===== config.mk =====
export PLATFORM = sky130hd
export DESIGN_NAME = pipeline_ctrl_flat
export DESIGN_NICKNAME = d
export VERILOG_FILES = /design/src/rtl/pipeline_ctrl_if.sv /design/src/rtl/pipeline_ctrl.sv /design/src/flat_wrapper.sv
export SDC_FILE = /design/constraint.sdc
export NUM_CORES = 1
export LEC_CHECK = 0
export CAP_MARGIN = 40
export CORE_ASPECT_RATIO = 0.8
export CORE_MARGIN = 5
export CORE_UTILIZATION = 45
export DETAILED_ROUTE_END_ITERATION = 8
export PLACE_DENSITY_LB_ADDON = 0.05
export SLEW_MARGIN = 0
export SYNTH_ARGS = -nofsm -noshare
export SYNTH_HDL_FRONTEND = slang
export SYNTH_SLANG_ARGS = --single-unit

===== constraint.sdc =====
create_clock -name CLK -period 1.95 [get_ports CLK]
set_input_delay 0.195 -clock CLK [delete_from_list [all_inputs] [get_ports CLK]]
set_output_delay 0.195 -clock CLK [all_outputs]
set_load 0.005 [all_outputs]

===== src/rtl/pipeline_ctrl_if.sv =====
// Latch-control bundle between the hazard controller (master) and the pipeline datapath (slave).
// Carries hazard inputs, register enables/flushes, halt and the stall counters.
interface pipeline_ctrl_if #(
    parameter int unsigned CNT_W = 16
);
    logic             ihit;
    logic             dhit;
    logic             mem_req;
    logic [4:0]       id_rs;
    logic [4:0]       id_rt;
    logic             id_uses_rt;
    logic             ex_dren;
    logic [4:0]       ex_rt;
    logic             ex_redirect;
    logic             mem_halt;

    logic             pc_en;
    logic             ifid_en;
    logic             ifid_flush;
    logic             idex_en;
    logic             idex_flush;
    logic             exmem_en;
    logic             memwb_en;
    logic             halt;
    logic [CNT_W-1:0] luse_cnt;
    logic [CNT_W-1:0] wait_cnt;

    modport master (
        input  ihit, dhit, mem_req, id_rs, id_rt, id_uses_rt, ex_dren, ex_rt, ex_redirect,
               mem_halt,
        output pc_en, ifid_en, ifid_flush, idex_en, idex_flush, exmem_en, memwb_en, halt,
               luse_cnt, wait_cnt
    );

    modport slave (
        output ihit, dhit, mem_req, id_rs, id_rt, id_uses_rt, ex_dren, ex_rt, ex_redirect,
               mem_halt,
        input  pc_en, ifid_en, ifid_flush, idex_en, idex_flush, exmem_en, memwb_en, halt,
               luse_cnt, wait_cnt
    );
endinterface


===== src/rtl/pipeline_ctrl.sv =====
// Hazard/stall controller for the 5-stage pipeline: load-use bubbles, memory-wait freezes,
// fetch-stall drains, redirect flushes and a sticky halt, plus saturating stall counters.
module pipeline_ctrl #(
    parameter int unsigned CNT_W = 16
) (
    input logic              CLK,
    input logic              RST,
    pipeline_ctrl_if.master  bus
);

    typedef enum logic [0:0] {StRun, StHalted} state_e;

    localparam logic [CNT_W-1:0] CntMax = '1;

    state_e           state_q, state_d;
    logic             ihit_seen_q, ihit_seen_d;
    logic             halt_q, halt_d;
    logic [CNT_W-1:0] luse_q, luse_d;
    logic [CNT_W-1:0] wait_q, wait_d;

    logic ifetch, dok, adv, lu;
    logic luse_inc, wait_inc;
    logic pc_en, ifid_en, ifid_flush, idex_en, idex_flush, exmem_en, memwb_en;

    always_comb begin
        ifetch = bus.ihit | ihit_seen_q;
        dok    = ~bus.mem_req | bus.dhit;
        adv    = ifetch & dok;
        lu     = bus.ex_dren & (bus.ex_rt != 5'd0) &
                 ((bus.ex_rt == bus.id_rs) | (bus.id_uses_rt & (bus.ex_rt == bus.id_rt)));
    end

    always_comb begin
        state_d     = state_q;
        ihit_seen_d = ihit_seen_q;
        luse_inc    = 1'b0;
        wait_inc    = 1'b0;
        pc_en       = 1'b0;
        ifid_en     = 1'b0;
        ifid_flush  = 1'b0;
        idex_en     = 1'b0;
        idex_flush  = 1'b0;
        exmem_en    = 1'b0;
        memwb_en    = 1'b0;

        unique case (state_q)
            StRun: begin
                // The cache holds a completed fetch, so remember it across a memory stall.
                if (adv) begin
                    ihit_seen_d = 1'b0;
                end else if (bus.ihit) begin
                    ihit_seen_d = 1'b1;
                end

                if (bus.mem_halt) begin
                    state_d = StHalted;
                end else if (!adv && dok && !bus.ex_redirect) begin
                    // Fetch stall: let the back end drain behind a bubble.
                    wait_inc   = 1'b1;
                    idex_en    = 1'b1;
                    idex_flush = 1'b1;
                    exmem_en   = 1'b1;
                    memwb_en   = 1'b1;
                end else if (!adv) begin
                    // Freeze everything, keeping a pending redirect intact.
                    wait_inc = 1'b1;
                end else if (bus.ex_redirect) begin
                    pc_en      = 1'b1;
                    ifid_en    = 1'b1;
                    ifid_flush = 1'b1;
                    idex_en    = 1'b1;
                    idex_flush = 1'b1;
                    exmem_en   = 1'b1;
                    memwb_en   = 1'b1;
                end else if (lu) begin
                    luse_inc   = 1'b1;
                    idex_en    = 1'b1;
                    idex_flush = 1'b1;
                    exmem_en   = 1'b1;
                    memwb_en   = 1'b1;
                end else begin
                    pc_en    = 1'b1;
                    ifid_en  = 1'b1;
                    idex_en  = 1'b1;
                    exmem_en = 1'b1;
                    memwb_en = 1'b1;
                end
            end
            StHalted: begin
                state_d = StHalted;
            end
            default: begin
                state_d = StRun;
            end
        endcase

        halt_d = (state_d == StHalted);
        luse_d = (luse_inc && (luse_q != CntMax)) ? luse_q + CNT_W'(1) : luse_q;
        wait_d = (wait_inc && (wait_q != CntMax)) ? wait_q + CNT_W'(1) : wait_q;
    end

    always_ff @(posedge CLK or posedge RST) begin
        if (RST) begin
            state_q     <= StRun;
            ihit_seen_q <= 1'b0;
            halt_q      <= 1'b0;
            luse_q      <= '0;
            wait_q      <= '0;
        end else begin
            state_q     <= state_d;
            ihit_seen_q <= ihit_seen_d;
            halt_q      <= halt_d;
            luse_q      <= luse_d;
            wait_q      <= wait_d;
        end
    end

    // Combinational controls must be quiet while reset is held, not just after it.
    assign bus.pc_en      = pc_en & ~RST;
    assign bus.ifid_en    = ifid_en & ~RST;
    assign bus.ifid_flush = ifid_flush & ~RST;
    assign bus.idex_en    = idex_en & ~RST;
    assign bus.idex_flush = idex_flush & ~RST;
    assign bus.exmem_en   = exmem_en & ~RST;
    assign bus.memwb_en   = memwb_en & ~RST;
    assign bus.halt       = halt_q;
    assign bus.luse_cnt   = luse_q;
    assign bus.wait_cnt   = wait_q;

endmodule


===== src/flat_wrapper.sv =====
// flat-port wrapper written by rule: the top's interface ports become plain ports
module pipeline_ctrl_flat 
#(
    parameter int unsigned CNT_W = 16
)
  (CLK, RST, bus_ihit, bus_dhit, bus_mem_req, bus_id_rs, bus_id_rt, bus_id_uses_rt, bus_ex_dren, bus_ex_rt, bus_ex_redirect, bus_mem_halt, bus_pc_en, bus_ifid_en, bus_ifid_flush, bus_idex_en, bus_idex_flush, bus_exmem_en, bus_memwb_en, bus_halt, bus_luse_cnt, bus_wait_cnt);
  pipeline_ctrl_if #(.CNT_W(CNT_W)) bus_i ();
  input logic CLK;
  input logic RST;
  input wire logic [$bits(bus_i.ihit)-1:0] bus_ihit;
  input wire logic [$bits(bus_i.dhit)-1:0] bus_dhit;
  input wire logic [$bits(bus_i.mem_req)-1:0] bus_mem_req;
  input wire logic [$bits(bus_i.id_rs)-1:0] bus_id_rs;
  input wire logic [$bits(bus_i.id_rt)-1:0] bus_id_rt;
  input wire logic [$bits(bus_i.id_uses_rt)-1:0] bus_id_uses_rt;
  input wire logic [$bits(bus_i.ex_dren)-1:0] bus_ex_dren;
  input wire logic [$bits(bus_i.ex_rt)-1:0] bus_ex_rt;
  input wire logic [$bits(bus_i.ex_redirect)-1:0] bus_ex_redirect;
  input wire logic [$bits(bus_i.mem_halt)-1:0] bus_mem_halt;
  output wire logic [$bits(bus_i.pc_en)-1:0] bus_pc_en;
  output wire logic [$bits(bus_i.ifid_en)-1:0] bus_ifid_en;
  output wire logic [$bits(bus_i.ifid_flush)-1:0] bus_ifid_flush;
  output wire logic [$bits(bus_i.idex_en)-1:0] bus_idex_en;
  output wire logic [$bits(bus_i.idex_flush)-1:0] bus_idex_flush;
  output wire logic [$bits(bus_i.exmem_en)-1:0] bus_exmem_en;
  output wire logic [$bits(bus_i.memwb_en)-1:0] bus_memwb_en;
  output wire logic [$bits(bus_i.halt)-1:0] bus_halt;
  output wire logic [$bits(bus_i.luse_cnt)-1:0] bus_luse_cnt;
  output wire logic [$bits(bus_i.wait_cnt)-1:0] bus_wait_cnt;
  assign bus_i.ihit = bus_ihit;
  assign bus_i.dhit = bus_dhit;
  assign bus_i.mem_req = bus_mem_req;
  assign bus_i.id_rs = bus_id_rs;
  assign bus_i.id_rt = bus_id_rt;
  assign bus_i.id_uses_rt = bus_id_uses_rt;
  assign bus_i.ex_dren = bus_ex_dren;
  assign bus_i.ex_rt = bus_ex_rt;
  assign bus_i.ex_redirect = bus_ex_redirect;
  assign bus_i.mem_halt = bus_mem_halt;
  assign bus_pc_en = bus_i.pc_en;
  assign bus_ifid_en = bus_i.ifid_en;
  assign bus_ifid_flush = bus_i.ifid_flush;
  assign bus_idex_en = bus_i.idex_en;
  assign bus_idex_flush = bus_i.idex_flush;
  assign bus_exmem_en = bus_i.exmem_en;
  assign bus_memwb_en = bus_i.memwb_en;
  assign bus_halt = bus_i.halt;
  assign bus_luse_cnt = bus_i.luse_cnt;
  assign bus_wait_cnt = bus_i.wait_cnt;
  pipeline_ctrl #(.CNT_W(CNT_W)) u_core (.CLK(CLK), .RST(RST), .bus(bus_i));
endmodule

; ---- Word level (Yosys, flattened, before mapping)
; Cells that the tools add are included.
[word_totals]
regBits = 34
in_bits = 24
elab_cells = 67
[classes]
n_addsub = 2
eq_ne = 4
mux = 34
bitwise = 14
reduce_logical = 9
[op_table]
columns = op, count
row1 = 1-bit 2-to-1 mux, 33
row2 = 16-bit by 1-bit adder with 16-bit output (second input constant), 2
row3 = 16-bit != test (second input constant), 2
row4 = 5-bit == test, 2
row5 = 1-bit bitwise AND, 8
row6 = 5-bit nonzero test, 1
row7 = 1-bit logical AND, 4
row8 = 1-bit NOT, 3
row9 = 1-bit bitwise OR, 3
row10 = 1-bit zero test, 2
row11 = 1-bit one-hot mux with 2 select lines, 1
row12 = 2-bit AND reduction, 1
row13 = 2-bit nonzero test, 1

; ---- Longest topological paths before layout
[logic_depth]
ltp_word = 11
ltp_mapped = 8
depth_no_buf = 6

; ---- Worst setup path before layout
; Ideal clock, no wire load.
[synth_path]
kind = register to output
from = reg u_core.state_q
to = out bus_idex_flush
arrival_ns = 1.679
slack_ns = 0.076
path_stages_with_launch = 5
n_path_buf = 0
path_cell_list = dfrtp_1 nor2_1 inv_1 a2111oi_0 a21boi_0
[synth_via]
elab_chain_len = 2
[synth_rtl]
columns = element, line
row1 = from (decl), pipeline_ctrl.sv:15  ; state_e state_q, state_d;
row2 = from (signal assigned), pipeline_ctrl.sv:104  ; state_q <= StRun;
row3 = from (signal assigned), pipeline_ctrl.sv:110  ; state_q <= state_d;
row4 = 1-bit 2-to-1 mux, pipeline_ctrl.sv:46  ; unique case (state_q)
row5 = 1-bit bitwise AND, pipeline_ctrl.sv:123  ; assign bus.idex_flush = idex_flush & ~RST;
row6 = to (decl), flat_wrapper.sv:24  ; output wire logic [$bits(bus_i.idex_flush)-1:0] bus_idex_flush;
; No other way between the ends.

; ---- Final worst setup path
; Same ends and word-level chain as after synthesis.

==> reports/results.ini <==
[synthesis]
synth-seq-cells=34
netlist_instances=186
ys_seq_area_share_pct=44.9
yosysWarnings=0
mappedNetlistNets=212
syn_area_mm2=0.00189
avgSynthCellArea_um2=10.2
yosysUniqueCellTypes=39

[worst_setup_path]
startpoint_type=register
r2r-end=u_core.bus.wait_cnt[15]
criticalPathCategory=reg -> out
cp-end-kind=output port
crit_fanout=2
crit_required_ns=1.75
crit_chain=nor2_4 -> buf_6 -> inv_4 -> a2111oi_4 -> buf_4 -> a21boi_2 -> clkbuf_2
r2r_setup_slack_ns=0.16
arrival_ns=1.70
cpPeakStageDelay_ns=0.41
rr_worst_depth=6
crit_slowest_cell=dfrtp_1
r2r_start=u_core.bus.wait_cnt[3]

[power_and_ir_drop]
pwr-share-clk_pct=45.2
p_leak_nw=1.32
vdd_drop_max_mv=0.647
powerDensity_mw_per_mm2=562
power_frac_comb_pct=12.3
sw_frac_of_total_pct=21.7
seqPwrFrac_pct=42.4
intPower_mw=1.35
p_sw_uw=374

[timing]
tightest_slew_ns=0.416
rsz0062_at_grt=true
final.setup.tns_ns=0
finalCriticalPeriod_ns=1.89
fin_skew_ns=0.00715
fin_crit_sh_pct=97.1
setup_violations=0
relSlewSlack_pct=72.3
final_max_slew_viol_count=0
hold_viol_final=0
max_freq_mhz=528

[cells_and_area]
final_util_pct=74.4
syn2layout_area_growth_pct=62.1
final_area_mm2=0.00307
drive_above_1_share_pct=27.9
nets=315
final_cells=347
n_antenna_cell=0

[detailed_routing]
route.detailed.drc=0
drt_pre_antenna_iters=4
ant_nets=0
initialDrtViolationCount=61
vias=1728
finalWirelength_mm=4.98
avgRoutedWirePerCell_um=14.3
vias_per_cell=4.98

[global_route]
grt_pass1_wl_mm=8.28
grt_pass1_vias=1736
grt_max_degree=35
grt_use_total_pct=19.6
overflow=0
antenna_found_initial=0

[cts]
cts-root-buf=clkbuf_8
cts_tree=yes
htreeDepth=2
clock_latency_ns=0.29
numCtsBuffers=5
clock_sinks=34
clk_pin_slew_ns=0.07
clock_path_buffers=2

[min_path]
holdPathEnd=u_core.bus.luse_cnt[5]
hp-start=u_core.bus.luse_cnt[5]
min_path_type=reg -> reg
hold_depth=1

[run]
maxCapViolations=0

[place]
dp_hpwl_mm=3.68
portBuffers=63
dp_cells=335
place_area_mm2=0.00281
gp_congestion=0.852

[floorplan]
core_mm2=0.00413
die_w_um=82.5
fp.dieH_um=68.0
num_io_pins=64
start_util_pct=45.9
rows=21
die-area_mm2=0.00561

[outcome]
status=finished clean

==> power groups by stage <==
stage / Sequential [mW] / Clock (mW) / Combinational (mW)
after floorplan: 0.749 / 0 / 0.0673
after global placement: 0.744 / 0 / 0.199
after detailed placement: 0.745 / 0 / 0.201
after CTS: 0.732 / 0.794 / 0.213
after global routing: 0.734 / 0.826 / 0.232
final: 0.732 / 0.780 / 0.213
==> kinds of logic after synthesis <==
kind of cell | count (synthesis) | share of synthesized area [%]
simple gates | 85 | 25.9
xor+xnor | 37 | 17.1
flops | 34 | 44.9
compound gates | 14 | 5.68
buf+inv | 11 | 3.24
mux | 3 | 1.78
fa+ha+maj | 2 | 1.32
==> per-stage QoR <==
stage	hold slack (ns)	total power [mW]	worst slack (ns)
after floorplan	0.337	0.816	0.0764
after global placement	0.475	0.943	-0.358
after detailed placement	0.486	0.946	-0.388
after CTS	0.492	1.74	-0.134
after global routing	0.518	1.79	-0.0230
final	0.495	1.73	0.0565
==> state kept, by name, summed over array words and instances, names as in the netlist <==
name,count
u_core.bus.luse_cnt,16
u_core.bus.wait_cnt,16
u_core.ihit_seen_q,1
u_core.state_q,1
==> area by class of cell <==
| cell class | instances | area, um^2 |
|---|---|---|
| clock buffer | 5 | 68.8 |
| clock inverter | 3 | 68.8 |
| fill | 307 | 1060 |
| inverter | 6 | 25.0 |
| multi-input combinational | 141 | 1080 |
| sequential | 34 | 851 |
| tap | 57 | 71.3 |
| timing repair buffer | 101 | 902 |
==> metal layers <==
layer / global-route usage [%] / vias to the layer above / wire (um)
li1: - / 853 / -
met4: 4.90 / 0 / 46
met1: 28.3 / 825 / 2410
met5: 0 / - / 0
met3: 4.47 / 7 / 211
met2: 29.6 / 43 / 2300
==> worst max-delay path: cells and delay by family (launching register included) <==
family	cells	cell delay (ns)
compound gates	2	0.40
buf+inv	4	0.44
flops	1	0.41
simple gates	1	0.15
==> worst max-delay path by stage <==
stage	from	to	depth (start not counted)
after global placement	bus_mem_halt	bus_idex_flush	7
after floorplan	u_core.state_q	bus_idex_flush	4
after global routing	u_core.state_q	bus_pc_en	7
after CTS	u_core.state_q	u_core.bus.wait_cnt[15]	12
final	u_core.state_q	bus_idex_flush	7
after detailed placement	bus_mem_halt	bus_idex_flush	7
==> synthesized netlist by cell type <==
library cell	number	area, um^2
or4_1	1	7.51
nand4_1	10	62.6
xor2_1	8	70.1
buf_2	1	5.00
a41oi_2	1	16.3
or3_4	1	11.3
a21oi_1	4	20.0
o21ai_1	2	10.0
a2111oi_2	1	15.0
and2_1	2	12.5
nor2_1	11	41.3
nand2_1	17	63.8
nand3_2	1	10.0
buf_4	3	22.5
a2111oi_0	1	8.76
and4_1	1	8.76
xnor2_1	29	254
a21boi_0	1	7.51
and2_4	1	8.76
mux2_1	2	22.5
nor3b_1	1	7.51
nor3_2	2	20.0
nor2b_2	1	8.76
a31oi_1	1	6.26
nand2b_1	3	18.8
mux2_2	1	11.3
inv_1	6	22.5
nor4b_2	1	15.0
and3_1	10	62.6
buf_6	1	11.3
nand3_1	16	80.1
o2111ai_1	1	8.76
nor4b_4	1	23.8
ha_1	2	25.0
nor2_2	1	6.26
o21a_1	2	15.0
nor3_1	3	15.0
nor4_1	1	6.26
dfrtp_1	34	851
==> cells in the final DEF, fill, tap and decap left out, types with 3 or more instances in the layout <==
cell type        netlist  routed
clkdlybuf4s50_1        0      52
buf_4                  3      35
dfrtp_1               34      34
xnor2_1               29      28
nand2_1               17      16
nand3_1               16      14
nand4_1               10      10
nor2_1                11      10
and3_1                10       9
xor2_1                 8       8
inv_1                  6       5
clkbuf_8               0       5
a21oi_1                4       4
dlymetal6s2s_1         0       4
clkbuf_2               0       4
nor3_2                 2       3
nand2b_1               3       3
buf_2                  1       3
buf_6                  1       3
==> repair_timing <==
item	CTS	global route
gates resized for setup	28	27
endpoints found under the setup margin	7	36
setup buffers	7	1
pin swaps	5	9
hold buffers	0	0
Power figures use the tool's default switching activity.
